File: src/rtl/rr_arb2_if.sv
// Request/grant bundle between two requesters and the rr_arb2 arbiter.
// The master side drives requests; the slave side (the arbiter) drives grants and mux select.
interface rr_arb2_if;
    logic req_a;
    logic req_b;
    logic gnt_a;
    logic gnt_b;
    logic sel;
    logic busy;
    logic sw;

    modport master (
        output req_a, req_b,
        input  gnt_a, gnt_b, sel, busy, sw
    );

    modport slave (
        input  req_a, req_b,
        output gnt_a, gnt_b, sel, busy, sw
    );
endinterface

File: src/rtl/rr_arb2.sv
// Two-way round-robin arbiter with registered grants, mux select and switch pulse.
// Define RR_ARB2_BURST_LIMIT_EN to compile in the BURST_MAX consecutive-grant limiter.
module rr_arb2 #(
    parameter int unsigned BURST_MAX = 4
) (
    input logic       clk,
    input logic       rst,
    rr_arb2_if.slave  bus
);

    if (BURST_MAX < 1 || BURST_MAX > 255) begin : g_bad_burst_max
        $error("rr_arb2: BURST_MAX must be in 1..255");
    end

    typedef enum logic [1:0] {
        StIdle = 2'd0,
        StGntA = 2'd1,
        StGntB = 2'd2
    } state_e;

    state_e state_q, state_d;
    logic   sel_q, sel_d;
    logic   sw_q, sw_d;
    logic   last_q, last_d;  // 0: A granted last, 1: B granted last
    logic   enter;
    logic   limit_hit;

`ifdef RR_ARB2_BURST_LIMIT_EN
    logic [7:0] cnt_q, cnt_d;

    assign limit_hit = (cnt_q == 8'(BURST_MAX));

    always_comb begin
        cnt_d = cnt_q;
        if (enter) begin
            cnt_d = 8'd1;
        end else if (state_q != StIdle && state_d == state_q && !limit_hit) begin
            cnt_d = cnt_q + 8'd1;
        end
    end

    always_ff @(posedge clk) begin
        if (rst) begin
            cnt_q <= 8'd0;
        end else begin
            cnt_q <= cnt_d;
        end
    end
`else
    assign limit_hit = 1'b0;
`endif

    always_comb begin
        state_d = state_q;
        unique case (state_q)
            StIdle: begin
                if (bus.req_a && bus.req_b) begin
                    state_d = last_q ? StGntA : StGntB;
                end else if (bus.req_a) begin
                    state_d = StGntA;
                end else if (bus.req_b) begin
                    state_d = StGntB;
                end
            end
            StGntA: begin
                if (bus.req_a) begin
                    if (limit_hit && bus.req_b) state_d = StGntB;
                end else if (bus.req_b) begin
                    state_d = StGntB;
                end else begin
                    state_d = StIdle;
                end
            end
            StGntB: begin
                if (bus.req_b) begin
                    if (limit_hit && bus.req_a) state_d = StGntA;
                end else if (bus.req_a) begin
                    state_d = StGntA;
                end else begin
                    state_d = StIdle;
                end
            end
            default: state_d = StIdle;
        endcase
    end

    // Any entry into a grant state, from idle or from the other grant.
    assign enter = (state_d != StIdle) && (state_d != state_q);

    always_comb begin
        sel_d  = sel_q;
        last_d = last_q;
        sw_d   = enter;
        if (state_d == StGntA) sel_d = 1'b0;
        if (state_d == StGntB) sel_d = 1'b1;
        if (enter) last_d = (state_d == StGntB);
    end

    always_ff @(posedge clk) begin
        if (rst) begin
            state_q <= StIdle;
            sel_q   <= 1'b0;
            sw_q    <= 1'b0;
            last_q  <= 1'b1;
        end else begin
            state_q <= state_d;
            sel_q   <= sel_d;
            sw_q    <= sw_d;
            last_q  <= last_d;
        end
    end

    assign bus.gnt_a = (state_q == StGntA);
    assign bus.gnt_b = (state_q == StGntB);
    assign bus.sel   = sel_q;
    assign bus.busy  = (state_q == StGntA) || (state_q == StGntB);
    assign bus.sw    = sw_q;

endmodule

File: src/flat_wrapper.sv
// flat-port wrapper written by rule: the top's interface ports become plain ports
module rr_arb2_flat 
#(
    parameter int unsigned BURST_MAX = 4
)
  (clk, rst, bus_req_a, bus_req_b, bus_gnt_a, bus_gnt_b, bus_sel, bus_busy, bus_sw);
  rr_arb2_if bus_i ();
  input logic clk;
  input logic rst;
  input wire logic [$bits(bus_i.req_a)-1:0] bus_req_a;
  input wire logic [$bits(bus_i.req_b)-1:0] bus_req_b;
  output wire logic [$bits(bus_i.gnt_a)-1:0] bus_gnt_a;
  output wire logic [$bits(bus_i.gnt_b)-1:0] bus_gnt_b;
  output wire logic [$bits(bus_i.sel)-1:0] bus_sel;
  output wire logic [$bits(bus_i.busy)-1:0] bus_busy;
  output wire logic [$bits(bus_i.sw)-1:0] bus_sw;
  assign bus_i.req_a = bus_req_a;
  assign bus_i.req_b = bus_req_b;
  assign bus_gnt_a = bus_i.gnt_a;
  assign bus_gnt_b = bus_i.gnt_b;
  assign bus_sel = bus_i.sel;
  assign bus_busy = bus_i.busy;
  assign bus_sw = bus_i.sw;
  rr_arb2 #(.BURST_MAX(BURST_MAX)) u_core (.clk(clk), .rst(rst), .bus(bus_i));
endmodule
File: config.mk
export PLATFORM = sky130hd
export DESIGN_NAME = rr_arb2_flat
export DESIGN_NICKNAME = d
export VERILOG_FILES = /design/src/rtl/rr_arb2_if.sv /design/src/rtl/rr_arb2.sv /design/src/flat_wrapper.sv
export SDC_FILE = /design/constraint.sdc
export NUM_CORES = 1
export LEC_CHECK = 0
export BUFFER_PORTS_ARGS = -buffer_cell sky130_fd_sc_hd__buf_4
export CAP_MARGIN = 20
export CORE_AREA = 2 2 39 41
export DETAILED_ROUTE_END_ITERATION = 8
export DIE_AREA = 0 0 41 43
export GPL_ROUTABILITY_DRIVEN = 1
export GPL_TIMING_DRIVEN = 0
export PLACE_DENSITY_LB_ADDON = 0.12
export SETUP_SLACK_MARGIN = 0.2
export SLEW_MARGIN = 0
export SYNTH_ARGS = -nofsm -noshare
export SYNTH_HDL_FRONTEND = slang
export SYNTH_SLANG_ARGS = --single-unit
File: constraint.sdc
create_clock -name clk -period 4.7 [get_ports clk]
set_input_delay 1.41 -clock clk [delete_from_list [all_inputs] [get_ports clk]]
set_output_delay 1.41 -clock clk [all_outputs]
set_load 0.03 [all_outputs]
# Yosys cells after proc, flatten, opt, wreduce, memory -nomap -nowiden
# Cells that the tools add are included.
# Widths: inputs -> output; s select.
[classes]
mux = 11
n_eq_ne = 5
n_reduce_logical = 6
[op_table]
columns = ["cell", "count"]
rows = [
  ["$mux 2", 7],
  ["$pmux 2 s3", 1],
  ["$eq 2x1->1 const B", 2],
  ["$eq 2x2->1 const B", 2],
  ["$reduce_bool 2->1", 2],
  ["$mux 1", 3],
  ["$logic_and 1x1->1", 2],
  ["$logic_not 2->1", 1],
  ["$ne 2x2->1", 1],
  ["$logic_or 1x1->1", 1],
]
[totals]
out_inout_bits = 5
register_bits = 5
wordCells = 26
input_bits = 4

# Depth between registers and ports, before layout
# Gate-level depths: netlist (run 1).
[logic_depth]
word_depth = 7
ltp_mapped = 9
ltp_nobuf = 9

# Least setup slack after synthesis (run 1)
# OpenSTA, ideal clock, no wires.
[synth_path]
path_type = "input to register"
startpoint = "input port bus_req_b"
endpoint = "register u_core.sel_q (netlist: u_core.bus.sel)"
path_buffers = 0
path_slack_ns = 2.146
arrival_ns = 2.439
path_stages = 6
t_required_ns = 4.585
setup_time_ns = 0.115
cell_sequence = "nand2b_1 -> o2bb2ai_1 -> a311oi_4 -> ha_1 -> mux2i_1 -> nor2_1"
[synth_via]
elab_chain_len = 6
word_cells_on_any_way = 12
cone_classes = "eq/ne (2); mux (8); reduce/logical (2)"
[synth_lines]
columns = ["item", "line", "rtl"]
rows = [
  ["start: declaration", "flat_wrapper.sv:11", "input wire logic [$bits(bus_i.req_b)-1:0] bus_req_b;"],
  ["$mux 2", "rr_arb2.sv:61", "end else if (bus.req_b) begin"],
  ["$mux 2", "rr_arb2.sv:59", "end else if (bus.req_a) begin"],
  ["$mux 2", "rr_arb2.sv:57", "if (bus.req_a && bus.req_b) begin"],
  ["$pmux 2 s3 (*)", "rr_arb2.sv:55", "unique case (state_q)"],
  ["$eq 2x2->1 or $eq 2x1->1 (tied branches)", "rr_arb2.sv:95, rr_arb2.sv:94", ""],
  ["$mux 1 or $reduce_bool 2->1 (tied branches)", "n/a", ""],
  ["end signal: assignment", "rr_arb2.sv:107", "sel_q <= sel_d;"],
  ["end: declaration", "rr_arb2.sv:22", "logic sel_q, sel_d;"],
]
# Every way passes the cells marked *; elsewhere a longest branch is shown, timed or not.
# A chain may end at the register's enable or synchronous reset.

# Worst setup path in the final report (run 1)
[layout_path]
startpoint = "register u_core.state_q[1]"
endpoint = "output port bus_busy"
[layout_via]
elab_chain_len = 2
word_cells_on_any_way = 3
cone_classes = "eq/ne (2); reduce/logical (1)"
[layout_lines]
columns = ["item", "line", "rtl"]
rows = [
  ["start: declaration", "rr_arb2.sv:21", "state_e state_q, state_d;"],
  ["start signal: assignment", "rr_arb2.sv:101", "state_q <= StIdle;"],
  ["start signal: assignment", "rr_arb2.sv:106", "state_q <= state_d;"],
  ["$eq 2x1->1 or $eq 2x2->1 (tied branches)", "rr_arb2.sv:116", "assign bus.busy = (state_q == StGntA) || (state_q == StGntB);"],
  ["$logic_or 1x1->1 (*)", "rr_arb2.sv:116", ""],
  ["end: declaration", "flat_wrapper.sv:15", "output wire logic [$bits(bus_i.busy)-1:0] bus_busy;"],
]
# Marked as above.

==> results of run 1 <==
## through the flow
step                std cells  power [µW]  cell area [µm²]  setup WS, ns
floorplan                  44         181              389          2.15
global placement           68         217              469          1.92
detailed placement         68         217              469          1.91
CTS                        72         269              495          2.00
global route               72         289              495          1.95
finish                     72         263              495          2.04
## cell usage after synthesis
cell / number
nand2b_1: 4
inv_2: 1
dfxtp_1: 5
o21ai_0: 1
a311oi_2: 1
o2bb2ai_1: 1
a21oi_1: 2
nand2_1: 2
a21oi_2: 1
nor2_1: 8
xnor2_1: 2
and2b_1: 1
inv_1: 3
a311oi_4: 1
or2b_1: 1
ha_1: 6
mux2i_1: 2
nand3_1: 2
## path summary, 6_finish.rpt
path / startpoint / to / slack, ns
max: u_core.state_q[1] / bus_busy / 2.04
min: u_core.last_q / u_core.last_q / 0.51
max reg2reg: u_core.state_q[1] / u_core.last_q / 2.73
min reg2reg: u_core.last_q / u_core.last_q / 0.51
## worst max-delay path: cells and delay by family, from the launching register on
family	cells	cell delay, ns
flip-flops	1	0.47
adder cells (fa/ha/maj)	1	0.28
buffers and inverters	2	0.27
## power by group
part	switching (µW)	internal, µW	total, µW
clock	17.3	32.1	49.4
combinational	82.6	65.7	148
sequential	10.1	55.6	65.7
total	110	153	263
## routing by layer
metal  GRT usage (%)  up-vias
met1            14.3      140
met5               0        -
met2            15.6        7
met3            1.57        0
met4            8.00        0
li1                -      170
## sequential cells by signal (all words and copies together), names as in the netlist
name / count
u_core.state_q: 2
u_core.bus.sel: 1
u_core.bus.sw: 1
u_core.last_q: 1
## kinds of logic after synthesis
| kind of cell | share of synthesized area (%) |
|---|---|
| simple gates | 22.5 |
| xor+xnor | 4.50 |
| buf+inv | 3.86 |
| flops | 25.7 |
| compound gates | 19.0 |
| mux | 5.14 |
| fa+ha+maj | 19.3 |
## cell type report
| type | count | area (µm²) |
|---|---|---|
| fillers | 156 | 888 |
| well taps | 16 | 20.0 |
| multi-input cells | 35 | 274 |
| clock buffers | 4 | 26.3 |
| inverters | 4 | 15.0 |
| repair buffers | 8 | 60.1 |
| flip-flops and latches | 5 | 100 |
==> impl_metrics.ini, run 1 <==
[run_status]
outcome = complete, no violations

[global_route]
grt_max_degree = 8
antenna_found_initial = 0
grt_pass1_wl_mm = 1.28
first_global_vias = 326
overflow = 0
grt.total_usage_pct = 11.0

[floorplan]
die_area_mm2 = 0.00176
start_util_pct = 28.1
die_y_um = 43
num_rows = 14
io_pins = 9
die_w_um = 41
core_area_mm2 = 0.00138

[yosys]
synth.top_cell.area_share_pct = 25.7
yosysWarnings = 0
yosysTopAreaCell = dfxtp_1
synth_seq_cells = 5
syn_area_um2 = 389
synth_area_leaders = dfxtp_1 (26%), ha_1 (19%), nor2_1 (7.7%), a311oi_4 (6.8%), nand2b_1 (6.4%)
synthesis.nets = 54
avgSynthCellArea_um2 = 8.84
ys_seq_area_share_pct = 25.7
synthCells = 44
yosysUniqueCellTypes = 18

[route]
wl_met2_um = 347
wl_um = 724
wl_met1_um = 346
drc_errors = 0
wl_per_cell_um = 10.1
num_vias = 317
routed_via_density = 4.40
topRoutingLayerUsed = met3
dr_wl_met3_um = 30
drt_iter0_drc = 0
dr.pass1.iters = 1
ant_nets = 0

[cts]
post_cts_buffers = 0
cts-root-buf = clkbuf_4
cts_tree = done
cts_buffers = 3
clock_latency_ns = 0.24
ctsResizeCount = 0
postCtsHoldBufs = 0
clockBufferDepth = 2
clock-sinks = 5
h-tree-depth = 1
clk_pin_slew_ns = 0.04

[setup_path]
cp_slowest_stage_delay_ns = 0.47
cp_max_fo = 7
crit_arrival_ns = 1.25
cpMaxStageDelayCell = dfxtp_1
critPathKind = flop to output pin
cp_cell_sequence = inv_1 > ha_1 > buf_4
r2r_cells = 9
endpoint_kind = output pin
startpoint_type = flop
required_ns = 3.29

[timing]
tightestPinTransition_ns = 0.335
slew_headroom_pct = 77.7
rsz0062_at_grt = no
whs_ns = 0.509
setup-tns-final_ns = 0
max_freq_mhz = 375
fin_crit_sh_pct = 56.7
layout_min_cycle_time_ns = 2.66
setup_violations = 0
skew_ns = 0.00304
hold_viol_final = 0
drv_slew = 0

[placed_design]
portBuffers = 8
dp_hpwl_um = 575
gp_congestion = 0.566

[flow_run]
max_cap_violations = 0

[power]
ir_worst_vdd_mv = 0.224
leakage_uw = 0.000222
p_per_area_mw_per_mm2 = 532

[worst_hold_path]
hold_path_depth = 2
min_path_type = flop to flop

[layout]
fin_nets = 67
fin_util_pct = 35.8
area_growth_syn_to_layout_pct = 27.3
n_antenna_cell = 0
mostFrequentLayoutCells = nor2_1 (8), buf_4 (8), ha_1 (6), dfxtp_1 (5), nand2b_1 (4)
drive_above_1_share_pct = 26.8
Note: power is estimated with default switching activity, not from simulation.
==> run 2: changes to the inputs <==
--- a/config.mk
+++ b/config.mk
@@ -5,6 +5,7 @@
 export SDC_FILE = /design/constraint.sdc
 export NUM_CORES = 1
 export LEC_CHECK = 0
+export ABC_AREA = 1
 export BUFFER_PORTS_ARGS = -buffer_cell sky130_fd_sc_hd__buf_4
 export CAP_MARGIN = 20
 export CORE_AREA = 2 2 39 41
==> constraint.sdc (replaced) <==
create_clock -name clk -period 2.7 [get_ports clk]
set_input_delay 0.81 -clock clk [delete_from_list [all_inputs] [get_ports clk]]
set_output_delay 0.81 -clock clk [all_outputs]
set_load 0.03 [all_outputs]
==> impl_metrics.ini, run 2 <==
[run_status]
outcome = complete, no violations

[timing]
drv_slew = 0
setup-tns-final_ns = 0
slew_headroom_pct = 86.7
whs_ns = 0.489
fin_ws_ns = 0.634
hold_viol_final = 0
tightestPinTransition_ns = 0.199
fin_crit_sh_pct = 76.5
max_freq_mhz = 484
skew_ns = 0.00222
rsz0062_at_grt = no
layout_min_cycle_time_ns = 2.07
setup_violations = 0

[setup_path]
timing.rr.start = u_core.state_q[1]
cp_max_fo = 5
cp_slowest_stage_delay_ns = 0.41
r2r_slack_ns = 1.06
startpoint_type = flop
r2r_cells = 10
crit_arrival_ns = 1.26
endpoint_kind = output pin
cp_cell_sequence = inv_1 > ha_1 > buf_4
cp-endpoint = bus_busy
worst-path-buf-inv = 2
rr_endpoint = u_core.bus.sel
required_ns = 1.89
crit_family = flip-flops
cpMaxStageDelayCell = dfxtp_1
path_depth = 3
critPathKind = flop to output pin
crit_start = u_core.state_q[1]

[yosys]
synth_area_leaders = dfxtp_1 (25%), ha_1 (19%), nand3_1 (11%), nand2_1 (9.5%), nand2_2 (9.5%)
synth_seq_cells = 5
synth_most_common_cell = nand2_1
synthCells = 55
synth_edf_count = 0
ys.flop_type = dfxtp_1
ys_top_cells_by_count = nand2_1 (10), nand3_1 (9), ha_1 (6), inv_1 (6), nand2_2 (6)
ys_seq_area_share_pct = 25.2
syn_area_um2 = 397
avgSynthCellArea_um2 = 7.21
yosysUniqueCellTypes = 12
yosysWarnings = 0
postSynth.asyncResetShare_pct = 0
synth.top_cell.area_share_pct = 25.2
yosysTopAreaCell = dfxtp_1
synthesis.nets = 65

[placed_design]
dp_hpwl_um = 578
portBuffers = 8
dp_slack_ns = 0.779
dpl_cell_area_um2 = 477
gp_congestion = 0.644

[route]
ant_nets = 0
drc_errors = 0
drt_iter0_drc = 11
wl_per_cell_um = 8.60
dr.pass1.iters = 3
wl_um = 714
num_vias = 369
routed_via_density = 4.45

[layout]
fin_util_pct = 36.3
fillers = 160
top_register = u_core.state_q
final_common_cell = nand2_1
area_growth_syn_to_layout_pct = 26.8
regArea_um2 = 100
fin_nets = 78
largest_reg_flops = 2
fin_area_um2 = 503
drive_above_1_share_pct = 35.8
multi_input_area_um2 = 263
n_antenna_cell = 0
mostFrequentLayoutCells = nand2_1 (10), nand3_1 (9), buf_4 (8)

[cts]
clock_latency_ns = 0.24
cts-root-buf = clkbuf_4
postCtsHoldBufs = 0
clk_pin_slew_ns = 0.04
h-tree-depth = 1
clock-sinks = 5
post_cts_buffers = 0
cts_buffers = 3
cts_tree = done
ctsResizeCount = 0
clockBufferDepth = 2

[floorplan]
io_pins = 9
start_util_pct = 28.7
num_rows = 14
die_w_um = 41
die_y_um = 43
die_area_mm2 = 0.00176
core_area_mm2 = 0.00138

[power]
swShare_pct = 43.3
leakage_uw = 0.000272
switching_power_uw = 176
ir_worst_vdd_mv = 0.285
clock_power_share_pct = 20.7
p_int_uw = 231
p_per_area_mw_per_mm2 = 809
combinationalPowerShare_pct = 51.8
seqPwrFrac_pct = 27.4

[flow_run]
max_cap_violations = 0

[global_route]
first_global_vias = 303
overflow = 0
grt_pass1_wl_mm = 1.16
grt.total_usage_pct = 10.4
grt_max_degree = 7
antenna_found_initial = 0

[worst_hold_path]
min_path_type = flop to flop
run 2: worst min path at each step:
| stage | to | depth (start not counted) | start |
|---|---|---|---|
| final | u_core.last_q | 2 | u_core.last_q |
| after floorplan | u_core.last_q | 2 | u_core.last_q |
| after global routing | u_core.last_q | 2 | u_core.last_q |
| after CTS | u_core.last_q | 2 | u_core.last_q |
| after global placement | u_core.last_q | 2 | u_core.last_q |
| after detailed placement | u_core.last_q | 2 | u_core.last_q |
run 2: stage by stage:
step                instances  power [µW]
finish                     83         407
global route               83         446
CTS                        83         416
detailed placement         79         327
global placement           79         329
floorplan                  55         273
run 2: area by class of cell:
| class | instances | share of cell area (%) |
|---|---|---|
| timing repair buffer | 8 | 11.9 |
| inverter | 9 | 6.72 |
| tap | 16 | 3.98 |
| multi-input combinational | 41 | 52.2 |
| sequential | 5 | 19.9 |
| clock buffer | 4 | 5.22 |
run 2: cells by family (layout without fill, tap and decap cells):
family	count (synthesis)	count (layout)	share of synthesized area, %
AO/OA/AOI/OAI	3	3	3.78
flip-flops	5	5	25.2
AND/OR/NAND/NOR	32	32	43.5
adder cells (fa/ha/maj)	6	6	18.9
buffers and inverters	9	21	8.52
run 2: per-layer routing:
metal	GRT usage, %	up-vias	routed length [µm]
li1	-	197	-
met1	12.3	163	320
met2	13.8	7	339
met3	1.57	2	43
met4	12.0	0	11
met5	0	-	0
run 2: power by group through the flow:
| stage | registers, µW | clock network (µW) | logic [µW] |
|---|---|---|---|
| 2_1_floorplan | 131 | 0 | 142 |
| 3_3_place_gp | 114 | 0 | 215 |
| 3_5_place_dp | 113 | 0 | 214 |
| 4_1_cts | 112 | 89.3 | 214 |
| 5_1_grt | 115 | 93.3 | 238 |
| 6_report | 112 | 84.4 | 211 |
run 2: worst min-delay path, delay by kind of cell, from the launching register on:
family        cells  cell delay (ns)
flops             1             0.32
simple gates      2             0.11
==> run 3: changes to the inputs <==
==> constraint.sdc (replaced) <==
create_clock -name clk -period 1.8 [get_ports clk]
set_input_delay 0.54 -clock clk [delete_from_list [all_inputs] [get_ports clk]]
set_output_delay 0.54 -clock clk [all_outputs]
set_load 0.03 [all_outputs]
==> impl_metrics.ini, run 3 (same netlist as run 2, synthesis figures left out) <==
[flow_run]
max_cap_violations = 0

[cts]
clk_pin_slew_ns = 0.04
clockBufferDepth = 2
clock_latency_ns = 0.24
cts_buffers = 3
clock-sinks = 5
h-tree-depth = 1
cts_tree = done
postCtsHoldBufs = 0
cts-root-buf = clkbuf_4

[layout]
drive_above_1_share_pct = 46.4
mostFrequentLayoutCells = nand2_1 (10), nand3_1 (9), buf_4 (8), nand2_2 (6), inv_1 (5)
top_register = u_core.state_q
fin_area_um2 = 573
largest_reg_flops = 2
area_growth_syn_to_layout_pct = 44.5
n_antenna_cell = 0
fin_nets = 80
final_common_cell = nand2_1

[power]
combinationalPowerShare_pct = 55.9
switching_power_uw = 280
ir_worst_vdd_mv = 0.487
finalPower_uw = 658
p_per_area_mw_per_mm2 = 1150
seqPwrFrac_pct = 25.1
leakage_uw = 0.000288
clock_power_share_pct = 19.0
p_int_uw = 378
swShare_pct = 42.6

[worst_hold_path]
min_path_type = primary input to flop
hold_path_depth = 2

[timing]
setup-tns-final_ns = 0
drv_slew = 0
layout_min_cycle_time_ns = 1.58
fin_ws_ns = 0.217
fin_crit_sh_pct = 88.0
tightestPinTransition_ns = 0.136
rsz0062_at_grt = yes
max_freq_mhz = 632
setup_violations = 0
skew_ns = 0.00151
hold_viol_final = 0
slew_headroom_pct = 90.9

[setup_path]
endpoint_kind = output pin
critPathKind = flop to output pin
crit_path_frequent_cell = buf_4
startpoint_type = flop
r2r_cells = 10
cp_max_fo = 4
cp_cell_sequence = buf_4 > ha_4 > buf_4
crit_arrival_ns = 1.04
required_ns = 1.26
cpMaxStageDelayCell = dfxtp_4
cp_slowest_stage_delay_ns = 0.34

[route]
routed_via_density = 4.39
drt_iter0_drc = 7
drc_errors = 0
wl_per_cell_um = 8.73
dr.pass1.iters = 4
ant_nets = 0
wl_um = 742
num_vias = 373

[global_route]
first_global_vias = 337
grt_pass1_wl_mm = 1.23
busiest_layer = met2
gr-usage-met2_pct = 15.0
grt_max_degree = 7
grt_util_met3_pct = 1.57
antenna_found_initial = 0
overflow = 0
grt.total_usage_pct = 10.8
grt.met1_usage_pct = 12.5

[placed_design]
dp_slack_ns = 0.119
gp_congestion = 0.645
dp_hpwl_um = 588
dpl_cell_area_um2 = 502
portBuffers = 8

[floorplan]
die_y_um = 43
start_util_pct = 28.7
die_area_mm2 = 0.00176
num_rows = 14
io_pins = 9
die_w_um = 41
core_area_mm2 = 0.00138

[run_status]
outcome = complete, no violations
## run 3: cell types whose count changed in the layout (fill, tap and decap cells not counted), sizes merged
cell / previous run / this run
buf: 8 / 10
## run 3: repair_timing
item	CTS	global route
resized for setup	8	1
endpoints found under the setup margin	5	4
pin swaps	0	0
endpoints found under the hold margin	0	0
buffers inserted	2	0
## run 3: final timing paths
check / to / start / slack [ns]
min reg2reg: u_core.last_q / u_core.last_q / 0.49
min: u_core.state_q[1] / rst / 0.48
max reg2reg: u_core.bus.sel / u_core.state_q[1] / 0.28
max: bus_gnt_b / u_core.state_q[1] / 0.22
## run 3: worst max-delay path: cells and delay by family (launching register included)
family,cells,cell delay (ns)
DFF,1,0.34
adders and majority gates,1,0.16
buffers and inverters,2,0.31
## run 3: per-layer routing
| metal | routed length, µm | share of wire (%) | vias to the layer above |
|---|---|---|---|
| li1 | - | - | 201 |
| met1 | 324 | 44 | 164 |
| met2 | 384 | 52 | 6 |
| met3 | 21 | 2.8 | 2 |
| met4 | 11 | 1.5 | 0 |
| met5 | 0 | 0 | - |
## run 3: metrics by stage
stage,instances,hold slack (ns),utilization [%]
global placement,79,0.489,36.3
detailed placement,79,0.482,36.3
CTS,85,0.469,41.1
finish,85,0.478,41.4
global route,85,0.466,41.4
floorplan,55,0.459,-
## run 3: layout make-up
cell class | instances | area (µm²)
Clock buffer | 4 | 26.3
Fill cell | 148 | 811
Inverter | 9 | 36.3
Multi-Input combinational cell | 41 | 300
Sequential cell | 5 | 108
Tap cell | 16 | 20.0
Timing Repair Buffer | 10 | 82.6
## run 3: power by group through the flow
| stage | logic (µW) | registers (µW) | clock network, µW |
|---|---|---|---|
| after floorplan | 226 | 200 | 0 |
| after global placement | 329 | 174 | 0 |
| after detailed placement | 330 | 172 | 0 |
| after CTS | 371 | 165 | 135 |
| after global routing | 412 | 167 | 140 |
| final | 368 | 165 | 125 |
